[config.mk]
export PLATFORM = sky130hd
export DESIGN_NAME = fpmult_normalize_stage
export DESIGN_NICKNAME = d
export VERILOG_FILES = /design/src/rtl/fpmult_normalize_stage.sv
export SDC_FILE = /design/constraint.sdc
export NUM_CORES = 1
export LEC_CHECK = 0
export CORE_AREA = 2 2 114 116
export DETAILED_ROUTE_END_ITERATION = 8
export DIE_AREA = 0 0 116 118
export PLACE_DENSITY = 0.69
export SLEW_MARGIN = 30
export SYNTH_ARGS = -nofsm -noshare
export SYNTH_HDL_FRONTEND = slang
export SYNTH_SLANG_ARGS = --single-unit
[constraint.sdc]
create_clock -name clk -period 3.6 [get_ports clk]
set_input_delay 0.72 -clock clk [delete_from_list [all_inputs] [get_ports clk]]
set_output_delay 0.72 -clock clk [all_outputs]
set_load 0.01 [all_outputs]
[src/rtl/fpmult_normalize_stage.sv]
// FP multiplier normalize stage: 0/1-bit shift, RNE round-up decision, M/M+1 and E/E+1 pairs.
// Optional FPMULT_UNDERFLOW_FLUSH_EN flushes results whose normalized exponent is <= 0.
module fpmult_normalize_stage #(
  parameter int FRAC_W = 23,
  parameter int EXP_W  = 8
) (
  input  logic                       clk,
  input  logic                       rst,
  input  logic                       in_valid,
  output logic                       in_ready,
  input  logic [2*FRAC_W+1:0]        ProdM,
  input  logic signed [EXP_W+1:0]    SumE,
  input  logic                       Sp_in,
  input  logic [4:0]                 InputExc_in,
  output logic                       out_valid,
  input  logic                       out_ready,
  output logic [FRAC_W:0]            RoundM,
  output logic [FRAC_W:0]            RoundMP,
  output logic [EXP_W:0]             RoundE,
  output logic [EXP_W:0]             RoundEP,
  output logic                       Sp,
  output logic                       GRS,
  output logic [4:0]                 InputExc
);

  localparam int PW = 2 * (FRAC_W + 1);
  localparam logic [FRAC_W:0] M_ONE = 1;
  localparam logic [EXP_W:0]  E_ONE = 1;
  localparam logic [EXP_W+1:0] E_INC = 1;

  logic va, vb, ld_a, ld_b;

  assign ld_b      = !vb || out_ready;
  assign ld_a      = !va || ld_b;
  assign in_ready  = ld_a;
  assign out_valid = vb;

  logic                    top, lsb, rnd, stk, zero;
  logic [FRAC_W-1:0]       frac_n;
  logic signed [EXP_W+1:0] e_n;
  logic                    grs_n;

  always_comb begin
    top    = ProdM[PW-1];
    zero   = (ProdM == '0);
    frac_n = top ? ProdM[PW-2 -: FRAC_W] : ProdM[PW-3 -: FRAC_W];
    lsb    = top ? ProdM[FRAC_W+1] : ProdM[FRAC_W];
    rnd    = top ? ProdM[FRAC_W] : ProdM[FRAC_W-1];
    stk    = top ? |ProdM[FRAC_W-1:0] : |ProdM[FRAC_W-2:0];
    e_n    = top ? SumE + E_INC : SumE;
    grs_n  = rnd && (lsb || stk);
    if (zero) begin
      frac_n = '0;
      e_n    = '0;
      grs_n  = 1'b0;
    end
  end

  logic [FRAC_W-1:0]       fa;
  logic signed [EXP_W+1:0] ea;
  logic                    ga, spa;
  logic [4:0]              xa;

  always_ff @(posedge clk) begin
    if (rst) begin
      va  <= 1'b0;
      fa  <= '0;
      ea  <= '0;
      ga  <= 1'b0;
      spa <= 1'b0;
      xa  <= '0;
    end else if (ld_a) begin
      va <= in_valid;
      if (in_valid) begin
        fa  <= frac_n;
        ea  <= e_n;
        ga  <= grs_n;
        spa <= Sp_in;
        xa  <= InputExc_in;
      end
    end
  end

`ifdef FPMULT_UNDERFLOW_FLUSH_EN
  logic flush;
  assign flush = (ea <= 0);
`else
  logic flush;
  logic unused_esign;
  assign flush        = 1'b0;
  assign unused_esign = ea[EXP_W+1];
`endif

  always_ff @(posedge clk) begin
    if (rst) begin
      vb       <= 1'b0;
      RoundM   <= '0;
      RoundMP  <= '0;
      RoundE   <= '0;
      RoundEP  <= '0;
      Sp       <= 1'b0;
      GRS      <= 1'b0;
      InputExc <= '0;
    end else if (ld_b) begin
      vb <= va;
      if (va) begin
        Sp <= spa;
        if (flush) begin
          RoundM   <= '0;
          RoundMP  <= '0;
          RoundE   <= '0;
          RoundEP  <= '0;
          GRS      <= 1'b0;
          InputExc <= xa | 5'b00010;
        end else begin
          RoundM   <= {1'b0, fa};
          RoundMP  <= {1'b0, fa} + M_ONE;
          RoundE   <= ea[EXP_W:0];
          RoundEP  <= ea[EXP_W:0] + E_ONE;
          GRS      <= ga;
          InputExc <= xa;
        end
      end
    end
  end

endmodule
==> impl_metrics.env, run 1 <==
export IMPL_yosysWarningCount=0
export IMPL_max_clock_freq_ghz=0.364
export IMPL_multiplexer_share_of_the_synthesized_area=0.0511
export IMPL_clock_skew_after_layout_ps=7.60
export IMPL_fillerInstances=1146
export IMPL_synth_top_cells_by_count="118 x sky130_fd_sc_hd__nand2_1, 113 x sky130_fd_sc_hd__dfxtp_1, 86 x sky130_fd_sc_hd__nor2_1"
export IMPL_drt_wl_total_um=13100
export IMPL_drt_first_pass_iters=4
export IMPL_count_of_final_max_slew_check_failures=0
export IMPL_grt_start_max_net_pins=92
export IMPL_path_clk_slew_ps=50
export IMPL_finalNetCount=804
export IMPL_hpwl_um=9310
export IMPL_htree_levels=4
export IMPL_final_cell_area_sq_um=6990
export IMPL_postSynthNetCount=685
export IMPL_grt_antenna_before_repair=0
export IMPL_finalWorstSetupSlack_ps=855
export IMPL_cpMaxStageDelayCell="sky130_fd_sc_hd__clkdlybuf4s50_1"
export IMPL_critPathLaunchType="primary input"
export IMPL_n_antenna_cell=0
export IMPL_critPathMaxStageDelay_ps=580
export IMPL_post_synth_xor_area_fraction=0.0587
export IMPL_placement_cell_area_sq_um=6400
export IMPL_vias_per_cell=5.04
export IMPL_worstPathBufferInverterCount=2
export IMPL_startpoint="out_ready"
export IMPL_yosys_top_cells_area="sky130_fd_sc_hd__dfxtp_1 46%, sky130_fd_sc_hd__nand2_1 9.0%, sky130_fd_sc_hd__a21oi_1 8.3%"
export IMPL_worst_ep_required_time_ps=2880
export IMPL_core_area_sq_um=12400
export IMPL_ctsRootBufferMaster="sky130_fd_sc_hd__clkbuf_16"
export IMPL_cts_path_max_buffers=2
export IMPL_ios=143
export IMPL_die_wd_um=116
export IMPL_routed_wire_length_per_instance_um=14.3
export IMPL_final_setup_violation_count=0
export IMPL_clk_latency_ps=400
export IMPL_drt_iter0_drc=315
export IMPL_synth_top_family_by_area="simple AND/OR/NAND/NOR gates"
export IMPL_gp_routability_congestion=0.843
export IMPL_synth_cells=614
export IMPL_crit_path_top_cell_by_count="sky130_fd_sc_hd__clkdlybuf4s50_1"
export IMPL_area_fraction_in_compound_gates_after_synthesis=0.129
export IMPL_setup_repair_after_global_routing_missed_its_margin="false"
export IMPL_postSynth_topFlopCell="sky130_fd_sc_hd__dfxtp_1"
export IMPL_synth_seq_cells=113
export IMPL_grt_pass1_vias=4453
export IMPL_floorplan_initialDensity=0.396
export IMPL_design_die_area_sq_um=13700
export IMPL_timing_final_crit_period_ps=2740
export IMPL_most_frequent_cell_after_synthesis="sky130_fd_sc_hd__nand2_1"
export IMPL_fin_total_pwr_uw=3420
export IMPL_synth_cell_area_sq_um=4920
export IMPL_hold_path_class="register to register"
export IMPL_totalNegativeSetupSlack_ps=0
export IMPL_synth_top_cell_area_share=0.460
export IMPL_grt_util_all_layers=0.197
export IMPL_yosys_area_share_adder=0.00763
export IMPL_post_cts_resized_instances=0
export IMPL_setup_crit_end_kind="output pin"
export IMPL_headroom_to_the_max_slew_limit=0.377
export IMPL_synthArstFlopShare=0
export IMPL_hold_violations=0
export IMPL_timing_critical_path_cells="clkdlybuf4s50_1 -> nand3b_1 -> clkdlybuf4s50_1"
export IMPL_postRouteAntennaNets=0
export IMPL_path_class="primary input to output pin"
export IMPL_globalRoute_totalOverflow=0
export IMPL_synth_seq_area_share=0.460
export IMPL_edff_count_synth=0
export IMPL_drt_drc_violations_left=0
export IMPL_critical_path_peak_fanout=4
export IMPL_static_leakage_uw=0.00251
export IMPL_die_h_um=118
export IMPL_first_pass_grt_wire_length_um=21400
export IMPL_critPathTopFamily="buffers and inverters"
export IMPL_buffer_ports_inserted=140
export IMPL_cell_type_with_the_largest_total_area_after_synthesis="sky130_fd_sc_hd__dfxtp_1"
export IMPL_max_slew_worst_pin_slew_ps=935
export IMPL_yosys_area_share_simple=0.251
export IMPL_power_ir_vdd_worst_mv=0.267
export IMPL_netlist_cell_type_count=35
export IMPL_preCtsSetupSlack_ps=612
export IMPL_holdCritStartpoint="RoundM[19]$_SDFFE_PP0P_"
export IMPL_num_rows=41
export IMPL_outcome="completed"
export IMPL_vias=4618
export IMPL_tritoncts="built"
export IMPL_max_cap_violations=0
export IMPL_crit_reg2reg_launch="fa[2]$_SDFFE_PP0P_"
export IMPL_cts_inserted_buffers=17
export IMPL_clkSinkCount=113
export IMPL_syn_avg_cell_area_sq_um=8.02
export IMPL_areal_power_density_over_the_cells_nw_per_um2=489
export IMPL_cp_arrival_ps=2020
export IMPL_postCtsHoldBufs=0
export IMPL_buffers_inserted_by_post_cts_timing_repair=0
export IMPL_fin_crit_sh=0.762
export IMPL_post_route_cells_drive_above_1_share=0.0591
export IMPL_areaGrowthSynthToFinish_pct=41.9
cell families after synthesis:
family	after synthesis
and+or+nand+nor	278
DFF	113
AOI/OAI and AO/OA	112
buffers and inverters	49
xor gates and xnor gates	33
muxes	25
adders and majority gates	3
other	1
sequential cells by signal (all words and copies together), names as in the netlist:
register   count
RoundE         9
GRS            1
fa            23
spa            1
RoundMP       24
va             1
Sp             1
InputExc       5
ea             9
ga             1
out_valid      1
RoundM        23
xa             5
RoundEP        9
stage by stage:
stage	hold WS, ps	util	std cells
floorplan	425	-	614
global placement	437	0.515	886
detailed placement	444	0.515	886
CTS	451	0.563	916
global route	458	0.563	916
finish	451	0.563	916
routing by layer:
layer  track usage  up-vias  wire, um
met2         0.321      149      6270
met5             0        -         0
met1         0.249     2115      5890
met3        0.0520       15       728
li1              -     2339         -
met4        0.0677        0       184
layout make-up:
cell class / instances / area [sq um] / area share
Tap cell: 172 / 215 / 0.0308
Clock inverter: 5 / 75.1 / 0.0107
Timing Repair Buffer: 146 / 1450 / 0.208
Inverter: 3 / 11.3 / 0.00161
Sequential cell: 113 / 2260 / 0.324
Multi-Input combinational cell: 452 / 2460 / 0.352
Clock buffer: 25 / 515 / 0.0738
worst register-to-register path, delay by kind of cell (launching register included):
kind	cells	cell delay, ps
DFF	1	450
AOI/OAI and AO/OA	1	150
and+or+nand+nor	3	1230
layout by cell type (no fill, tap or decap), types with 14 or more instances in the layout:
cell type and instances:
sky130_fd_sc_hd__nand3_1 20, sky130_fd_sc_hd__xnor2_1 15, sky130_fd_sc_hd__nand2_1 117, sky130_fd_sc_hd__xor2_1 18
sky130_fd_sc_hd__clkbuf_16 17, sky130_fd_sc_hd__dfxtp_1 113, sky130_fd_sc_hd__mux2i_1 24, sky130_fd_sc_hd__a211oi_1 25
sky130_fd_sc_hd__nor4_1 14, sky130_fd_sc_hd__clkdlybuf4s50_1 138, sky130_fd_sc_hd__nor2_1 86, sky130_fd_sc_hd__a21oi_1 82
final timing paths:
check,slack [ps],to,cells after the start
setup / recovery,860,in_ready,3
hold / removal,450,RoundM[19]$_SDFFE_PP0P_,2
setup reg to reg,1690,RoundMP[23]$_SDFFE_PP0P_,4
hold reg to reg,450,RoundM[19]$_SDFFE_PP0P_,2
power breakdown:
part	internal (uW)	switching, uW	total (uW)
Clock	1120	533	1650
Sequential	1320	59.0	1380
Combinational	202	189	390
Total	2640	781	3420
(Power assumes the default switching activity.)
==> run 2: changes to the inputs <==
Clock period 3.6 ns to 2.8 ns, I/O delays scaled along.
==> impl_metrics.env, run 2 (synthesized netlist as in run 1, its figures left out) <==
export IMPL_clock_skew_after_layout_ps=8.63
export IMPL_postCtsHoldBufs=0
export IMPL_hold_violations=0
export IMPL_tritoncts="built"
export IMPL_areaGrowthSynthToFinish_pct=42.7
export IMPL_biggestRegsByFlops="RoundMP x24, RoundM x23, fa x23"
export IMPL_areal_power_density_over_the_cells_nw_per_um2=626
export IMPL_path_class="primary input to output pin"
export IMPL_max_cap_violations=0
export IMPL_swShare=0.235
export IMPL_ctsRootBufferMaster="sky130_fd_sc_hd__clkbuf_16"
export IMPL_core_area_sq_um=12400
export IMPL_post_cts_resized_instances=0
export IMPL_die_h_um=118
export IMPL_grt_start_max_net_pins=75
export IMPL_cp_arrival_ps=1830
export IMPL_fillerInstances=1180
export IMPL_post_route_cells_drive_above_1_share=0.0667
export IMPL_crit_path_top_cell_by_count="sky130_fd_sc_hd__clkdlybuf4s50_1"
export IMPL_outcome="completed"
export IMPL_timing_final_crit_period_ps=2390
export IMPL_gp_routability_congestion=0.803
export IMPL_final_setup_violation_count=0
export IMPL_internal_portion_of_total_power_uw=3370
export IMPL_postRouteAntennaNets=0
export IMPL_path_clk_slew_ps=50
export IMPL_cpMaxStageDelayCell="sky130_fd_sc_hd__clkdlybuf4s50_1"
export IMPL_htree_levels=4
export IMPL_grt_antenna_before_repair=0
export IMPL_buffer_ports_inserted=140
export IMPL_hpwl_um=9410
export IMPL_grt_util_all_layers=0.193
export IMPL_ios=143
export IMPL_largest_register_ff_count=24
export IMPL_critical_path_peak_fanout=4
export IMPL_first_pass_grt_wire_length_um=20800
export IMPL_power_ir_vdd_worst_mv=0.355
export IMPL_timing_critical_path_cells="clkdlybuf4s50_1 -> nand3b_1 -> clkdlybuf4s50_1"
export IMPL_static_leakage_uw=0.00253
export IMPL_totalNegativeSetupSlack_ps=0
export IMPL_power_frac_comb=0.116
export IMPL_drt_first_pass_iters=5
export IMPL_max_slew_worst_pin_slew_ps=788
export IMPL_registers_top_by_ff_count="RoundMP"
export IMPL_grt_pass1_vias=4347
export IMPL_p_sw_uw=1040
export IMPL_clkSinkCount=113
export IMPL_reg2reg_slack_ps=920
export IMPL_headroom_to_the_max_slew_limit=0.475
export IMPL_mostFrequentLayoutCells="138 x sky130_fd_sc_hd__clkdlybuf4s50_1, 117 x sky130_fd_sc_hd__nand2_1, 113 x sky130_fd_sc_hd__dfxtp_1"
export IMPL_critPathMaxStageDelay_ps=580
export IMPL_buffers_inserted_by_post_cts_timing_repair=0
export IMPL_drt_drc_violations_left=0
export IMPL_clk_latency_ps=410
export IMPL_globalRoute_totalOverflow=0
export IMPL_n_antenna_cell=0
export IMPL_fin_crit_sh=0.855
export IMPL_floorplan_initialDensity=0.396
export IMPL_drt_iter0_drc=292
export IMPL_post_place_cells=890
export IMPL_vias_per_cell=5.00
export IMPL_worst_ep_required_time_ps=2240
export IMPL_max_clock_freq_ghz=0.418
export IMPL_setup_repair_after_global_routing_missed_its_margin="false"
export IMPL_routed_wire_length_per_instance_um=14.2
export IMPL_drt_wl_total_um=13000
export IMPL_vias=4609
export IMPL_instances_no_fill=922
export IMPL_num_rows=41
export IMPL_sequential_group_share_of_total_power=0.402
export IMPL_design_die_area_sq_um=13700
export IMPL_hold_path_class="register to register"
export IMPL_cts_path_max_buffers=2
export IMPL_final_common_cell="sky130_fd_sc_hd__clkdlybuf4s50_1"
export IMPL_setup_crit_end_kind="output pin"
export IMPL_die_wd_um=116
export IMPL_finalNetCount=808
export IMPL_count_of_final_max_slew_check_failures=0
export IMPL_cts_inserted_buffers=17
export IMPL_share_clk_of_total_power=0.483
export IMPL_critPathLaunchType="primary input"
-- run 2: cell types whose count changed in the layout (fill, tap and decap cells not counted), sizes merged --
cell and change:
clkinvlp +2, clkinv +4, bufinv +1, clkbuf -5, buf +4
-- run 2: per-layer routing --
| layer | global-route usage | part of all wire | vias to the layer above |
|---|---|---|---|
| met2 | 0.314 | 0.47 | 152 |
| li1 | - | - | 2343 |
| met5 | 0 | 0 | - |
| met1 | 0.244 | 0.45 | 2100 |
| met3 | 0.0458 | 0.064 | 14 |
| met4 | 0.0751 | 0.014 | 0 |
-- run 2: final cells by class --
class | count | area (sq um) | share of cell area
flip-flops and latches | 113 | 2260 | 0.322
multi-input cells | 452 | 2460 | 0.350
clock inverters | 12 | 140 | 0.0199
repair buffers | 150 | 1490 | 0.213
clock buffers | 20 | 447 | 0.0636
well taps | 172 | 215 | 0.0306
inverters | 3 | 11.3 | 0.00160
-- run 2: path summary, 6_finish.rpt --
path                                          startpoint                  endpoint  cells past startpoint
worst max-delay path                           out_ready                  in_ready                      3
worst min-delay path            InputExc[2]$_SDFFE_PP0P_  InputExc[2]$_SDFFE_PP0P_                      2
worst max register to register        fa[1]$_SDFFE_PP0P_  RoundMP[20]$_SDFFE_PP0P_                      5
worst min register to register  InputExc[2]$_SDFFE_PP0P_  InputExc[2]$_SDFFE_PP0P_                      2
-- run 2: critical path: cells and delay by family --
family        cells  cell delay [ps]
simple gates      1              220
buf+inv           2             1050
-- run 2: power by group through the flow --
| stage | registers, uW | logic [uW] | clock network (uW) |
|---|---|---|---|
| 6_report | 1770 | 509 | 2120 |
| 5_1_grt | 1780 | 561 | 2230 |
| 2_1_floorplan | 1800 | 239 | 0 |
| 3_5_place_dp | 1800 | 511 | 0 |
| 3_3_place_gp | 1800 | 503 | 0 |
| 4_1_cts | 1770 | 513 | 2160 |
-- run 2: stage by stage --
step	util	setup WS, ps	cell area [sq um]	total power, uW	hold WS, ps
final	0.566	406	7030	4400	451
after global routing	0.566	372	7030	4570	466
after CTS	0.566	404	7030	4440	453
after detailed placement	0.519	92.9	6440	2310	446
after global placement	0.519	113	6440	2300	443
after floorplan	-	872	4920	2040	425
==> run 3: changes to the inputs <==
Settings changed: CTS_CLUSTER_SIZE from default to 30.
==> results of run 3 <==
No change in the layout: final DEF, timing and power equal those of run 2.
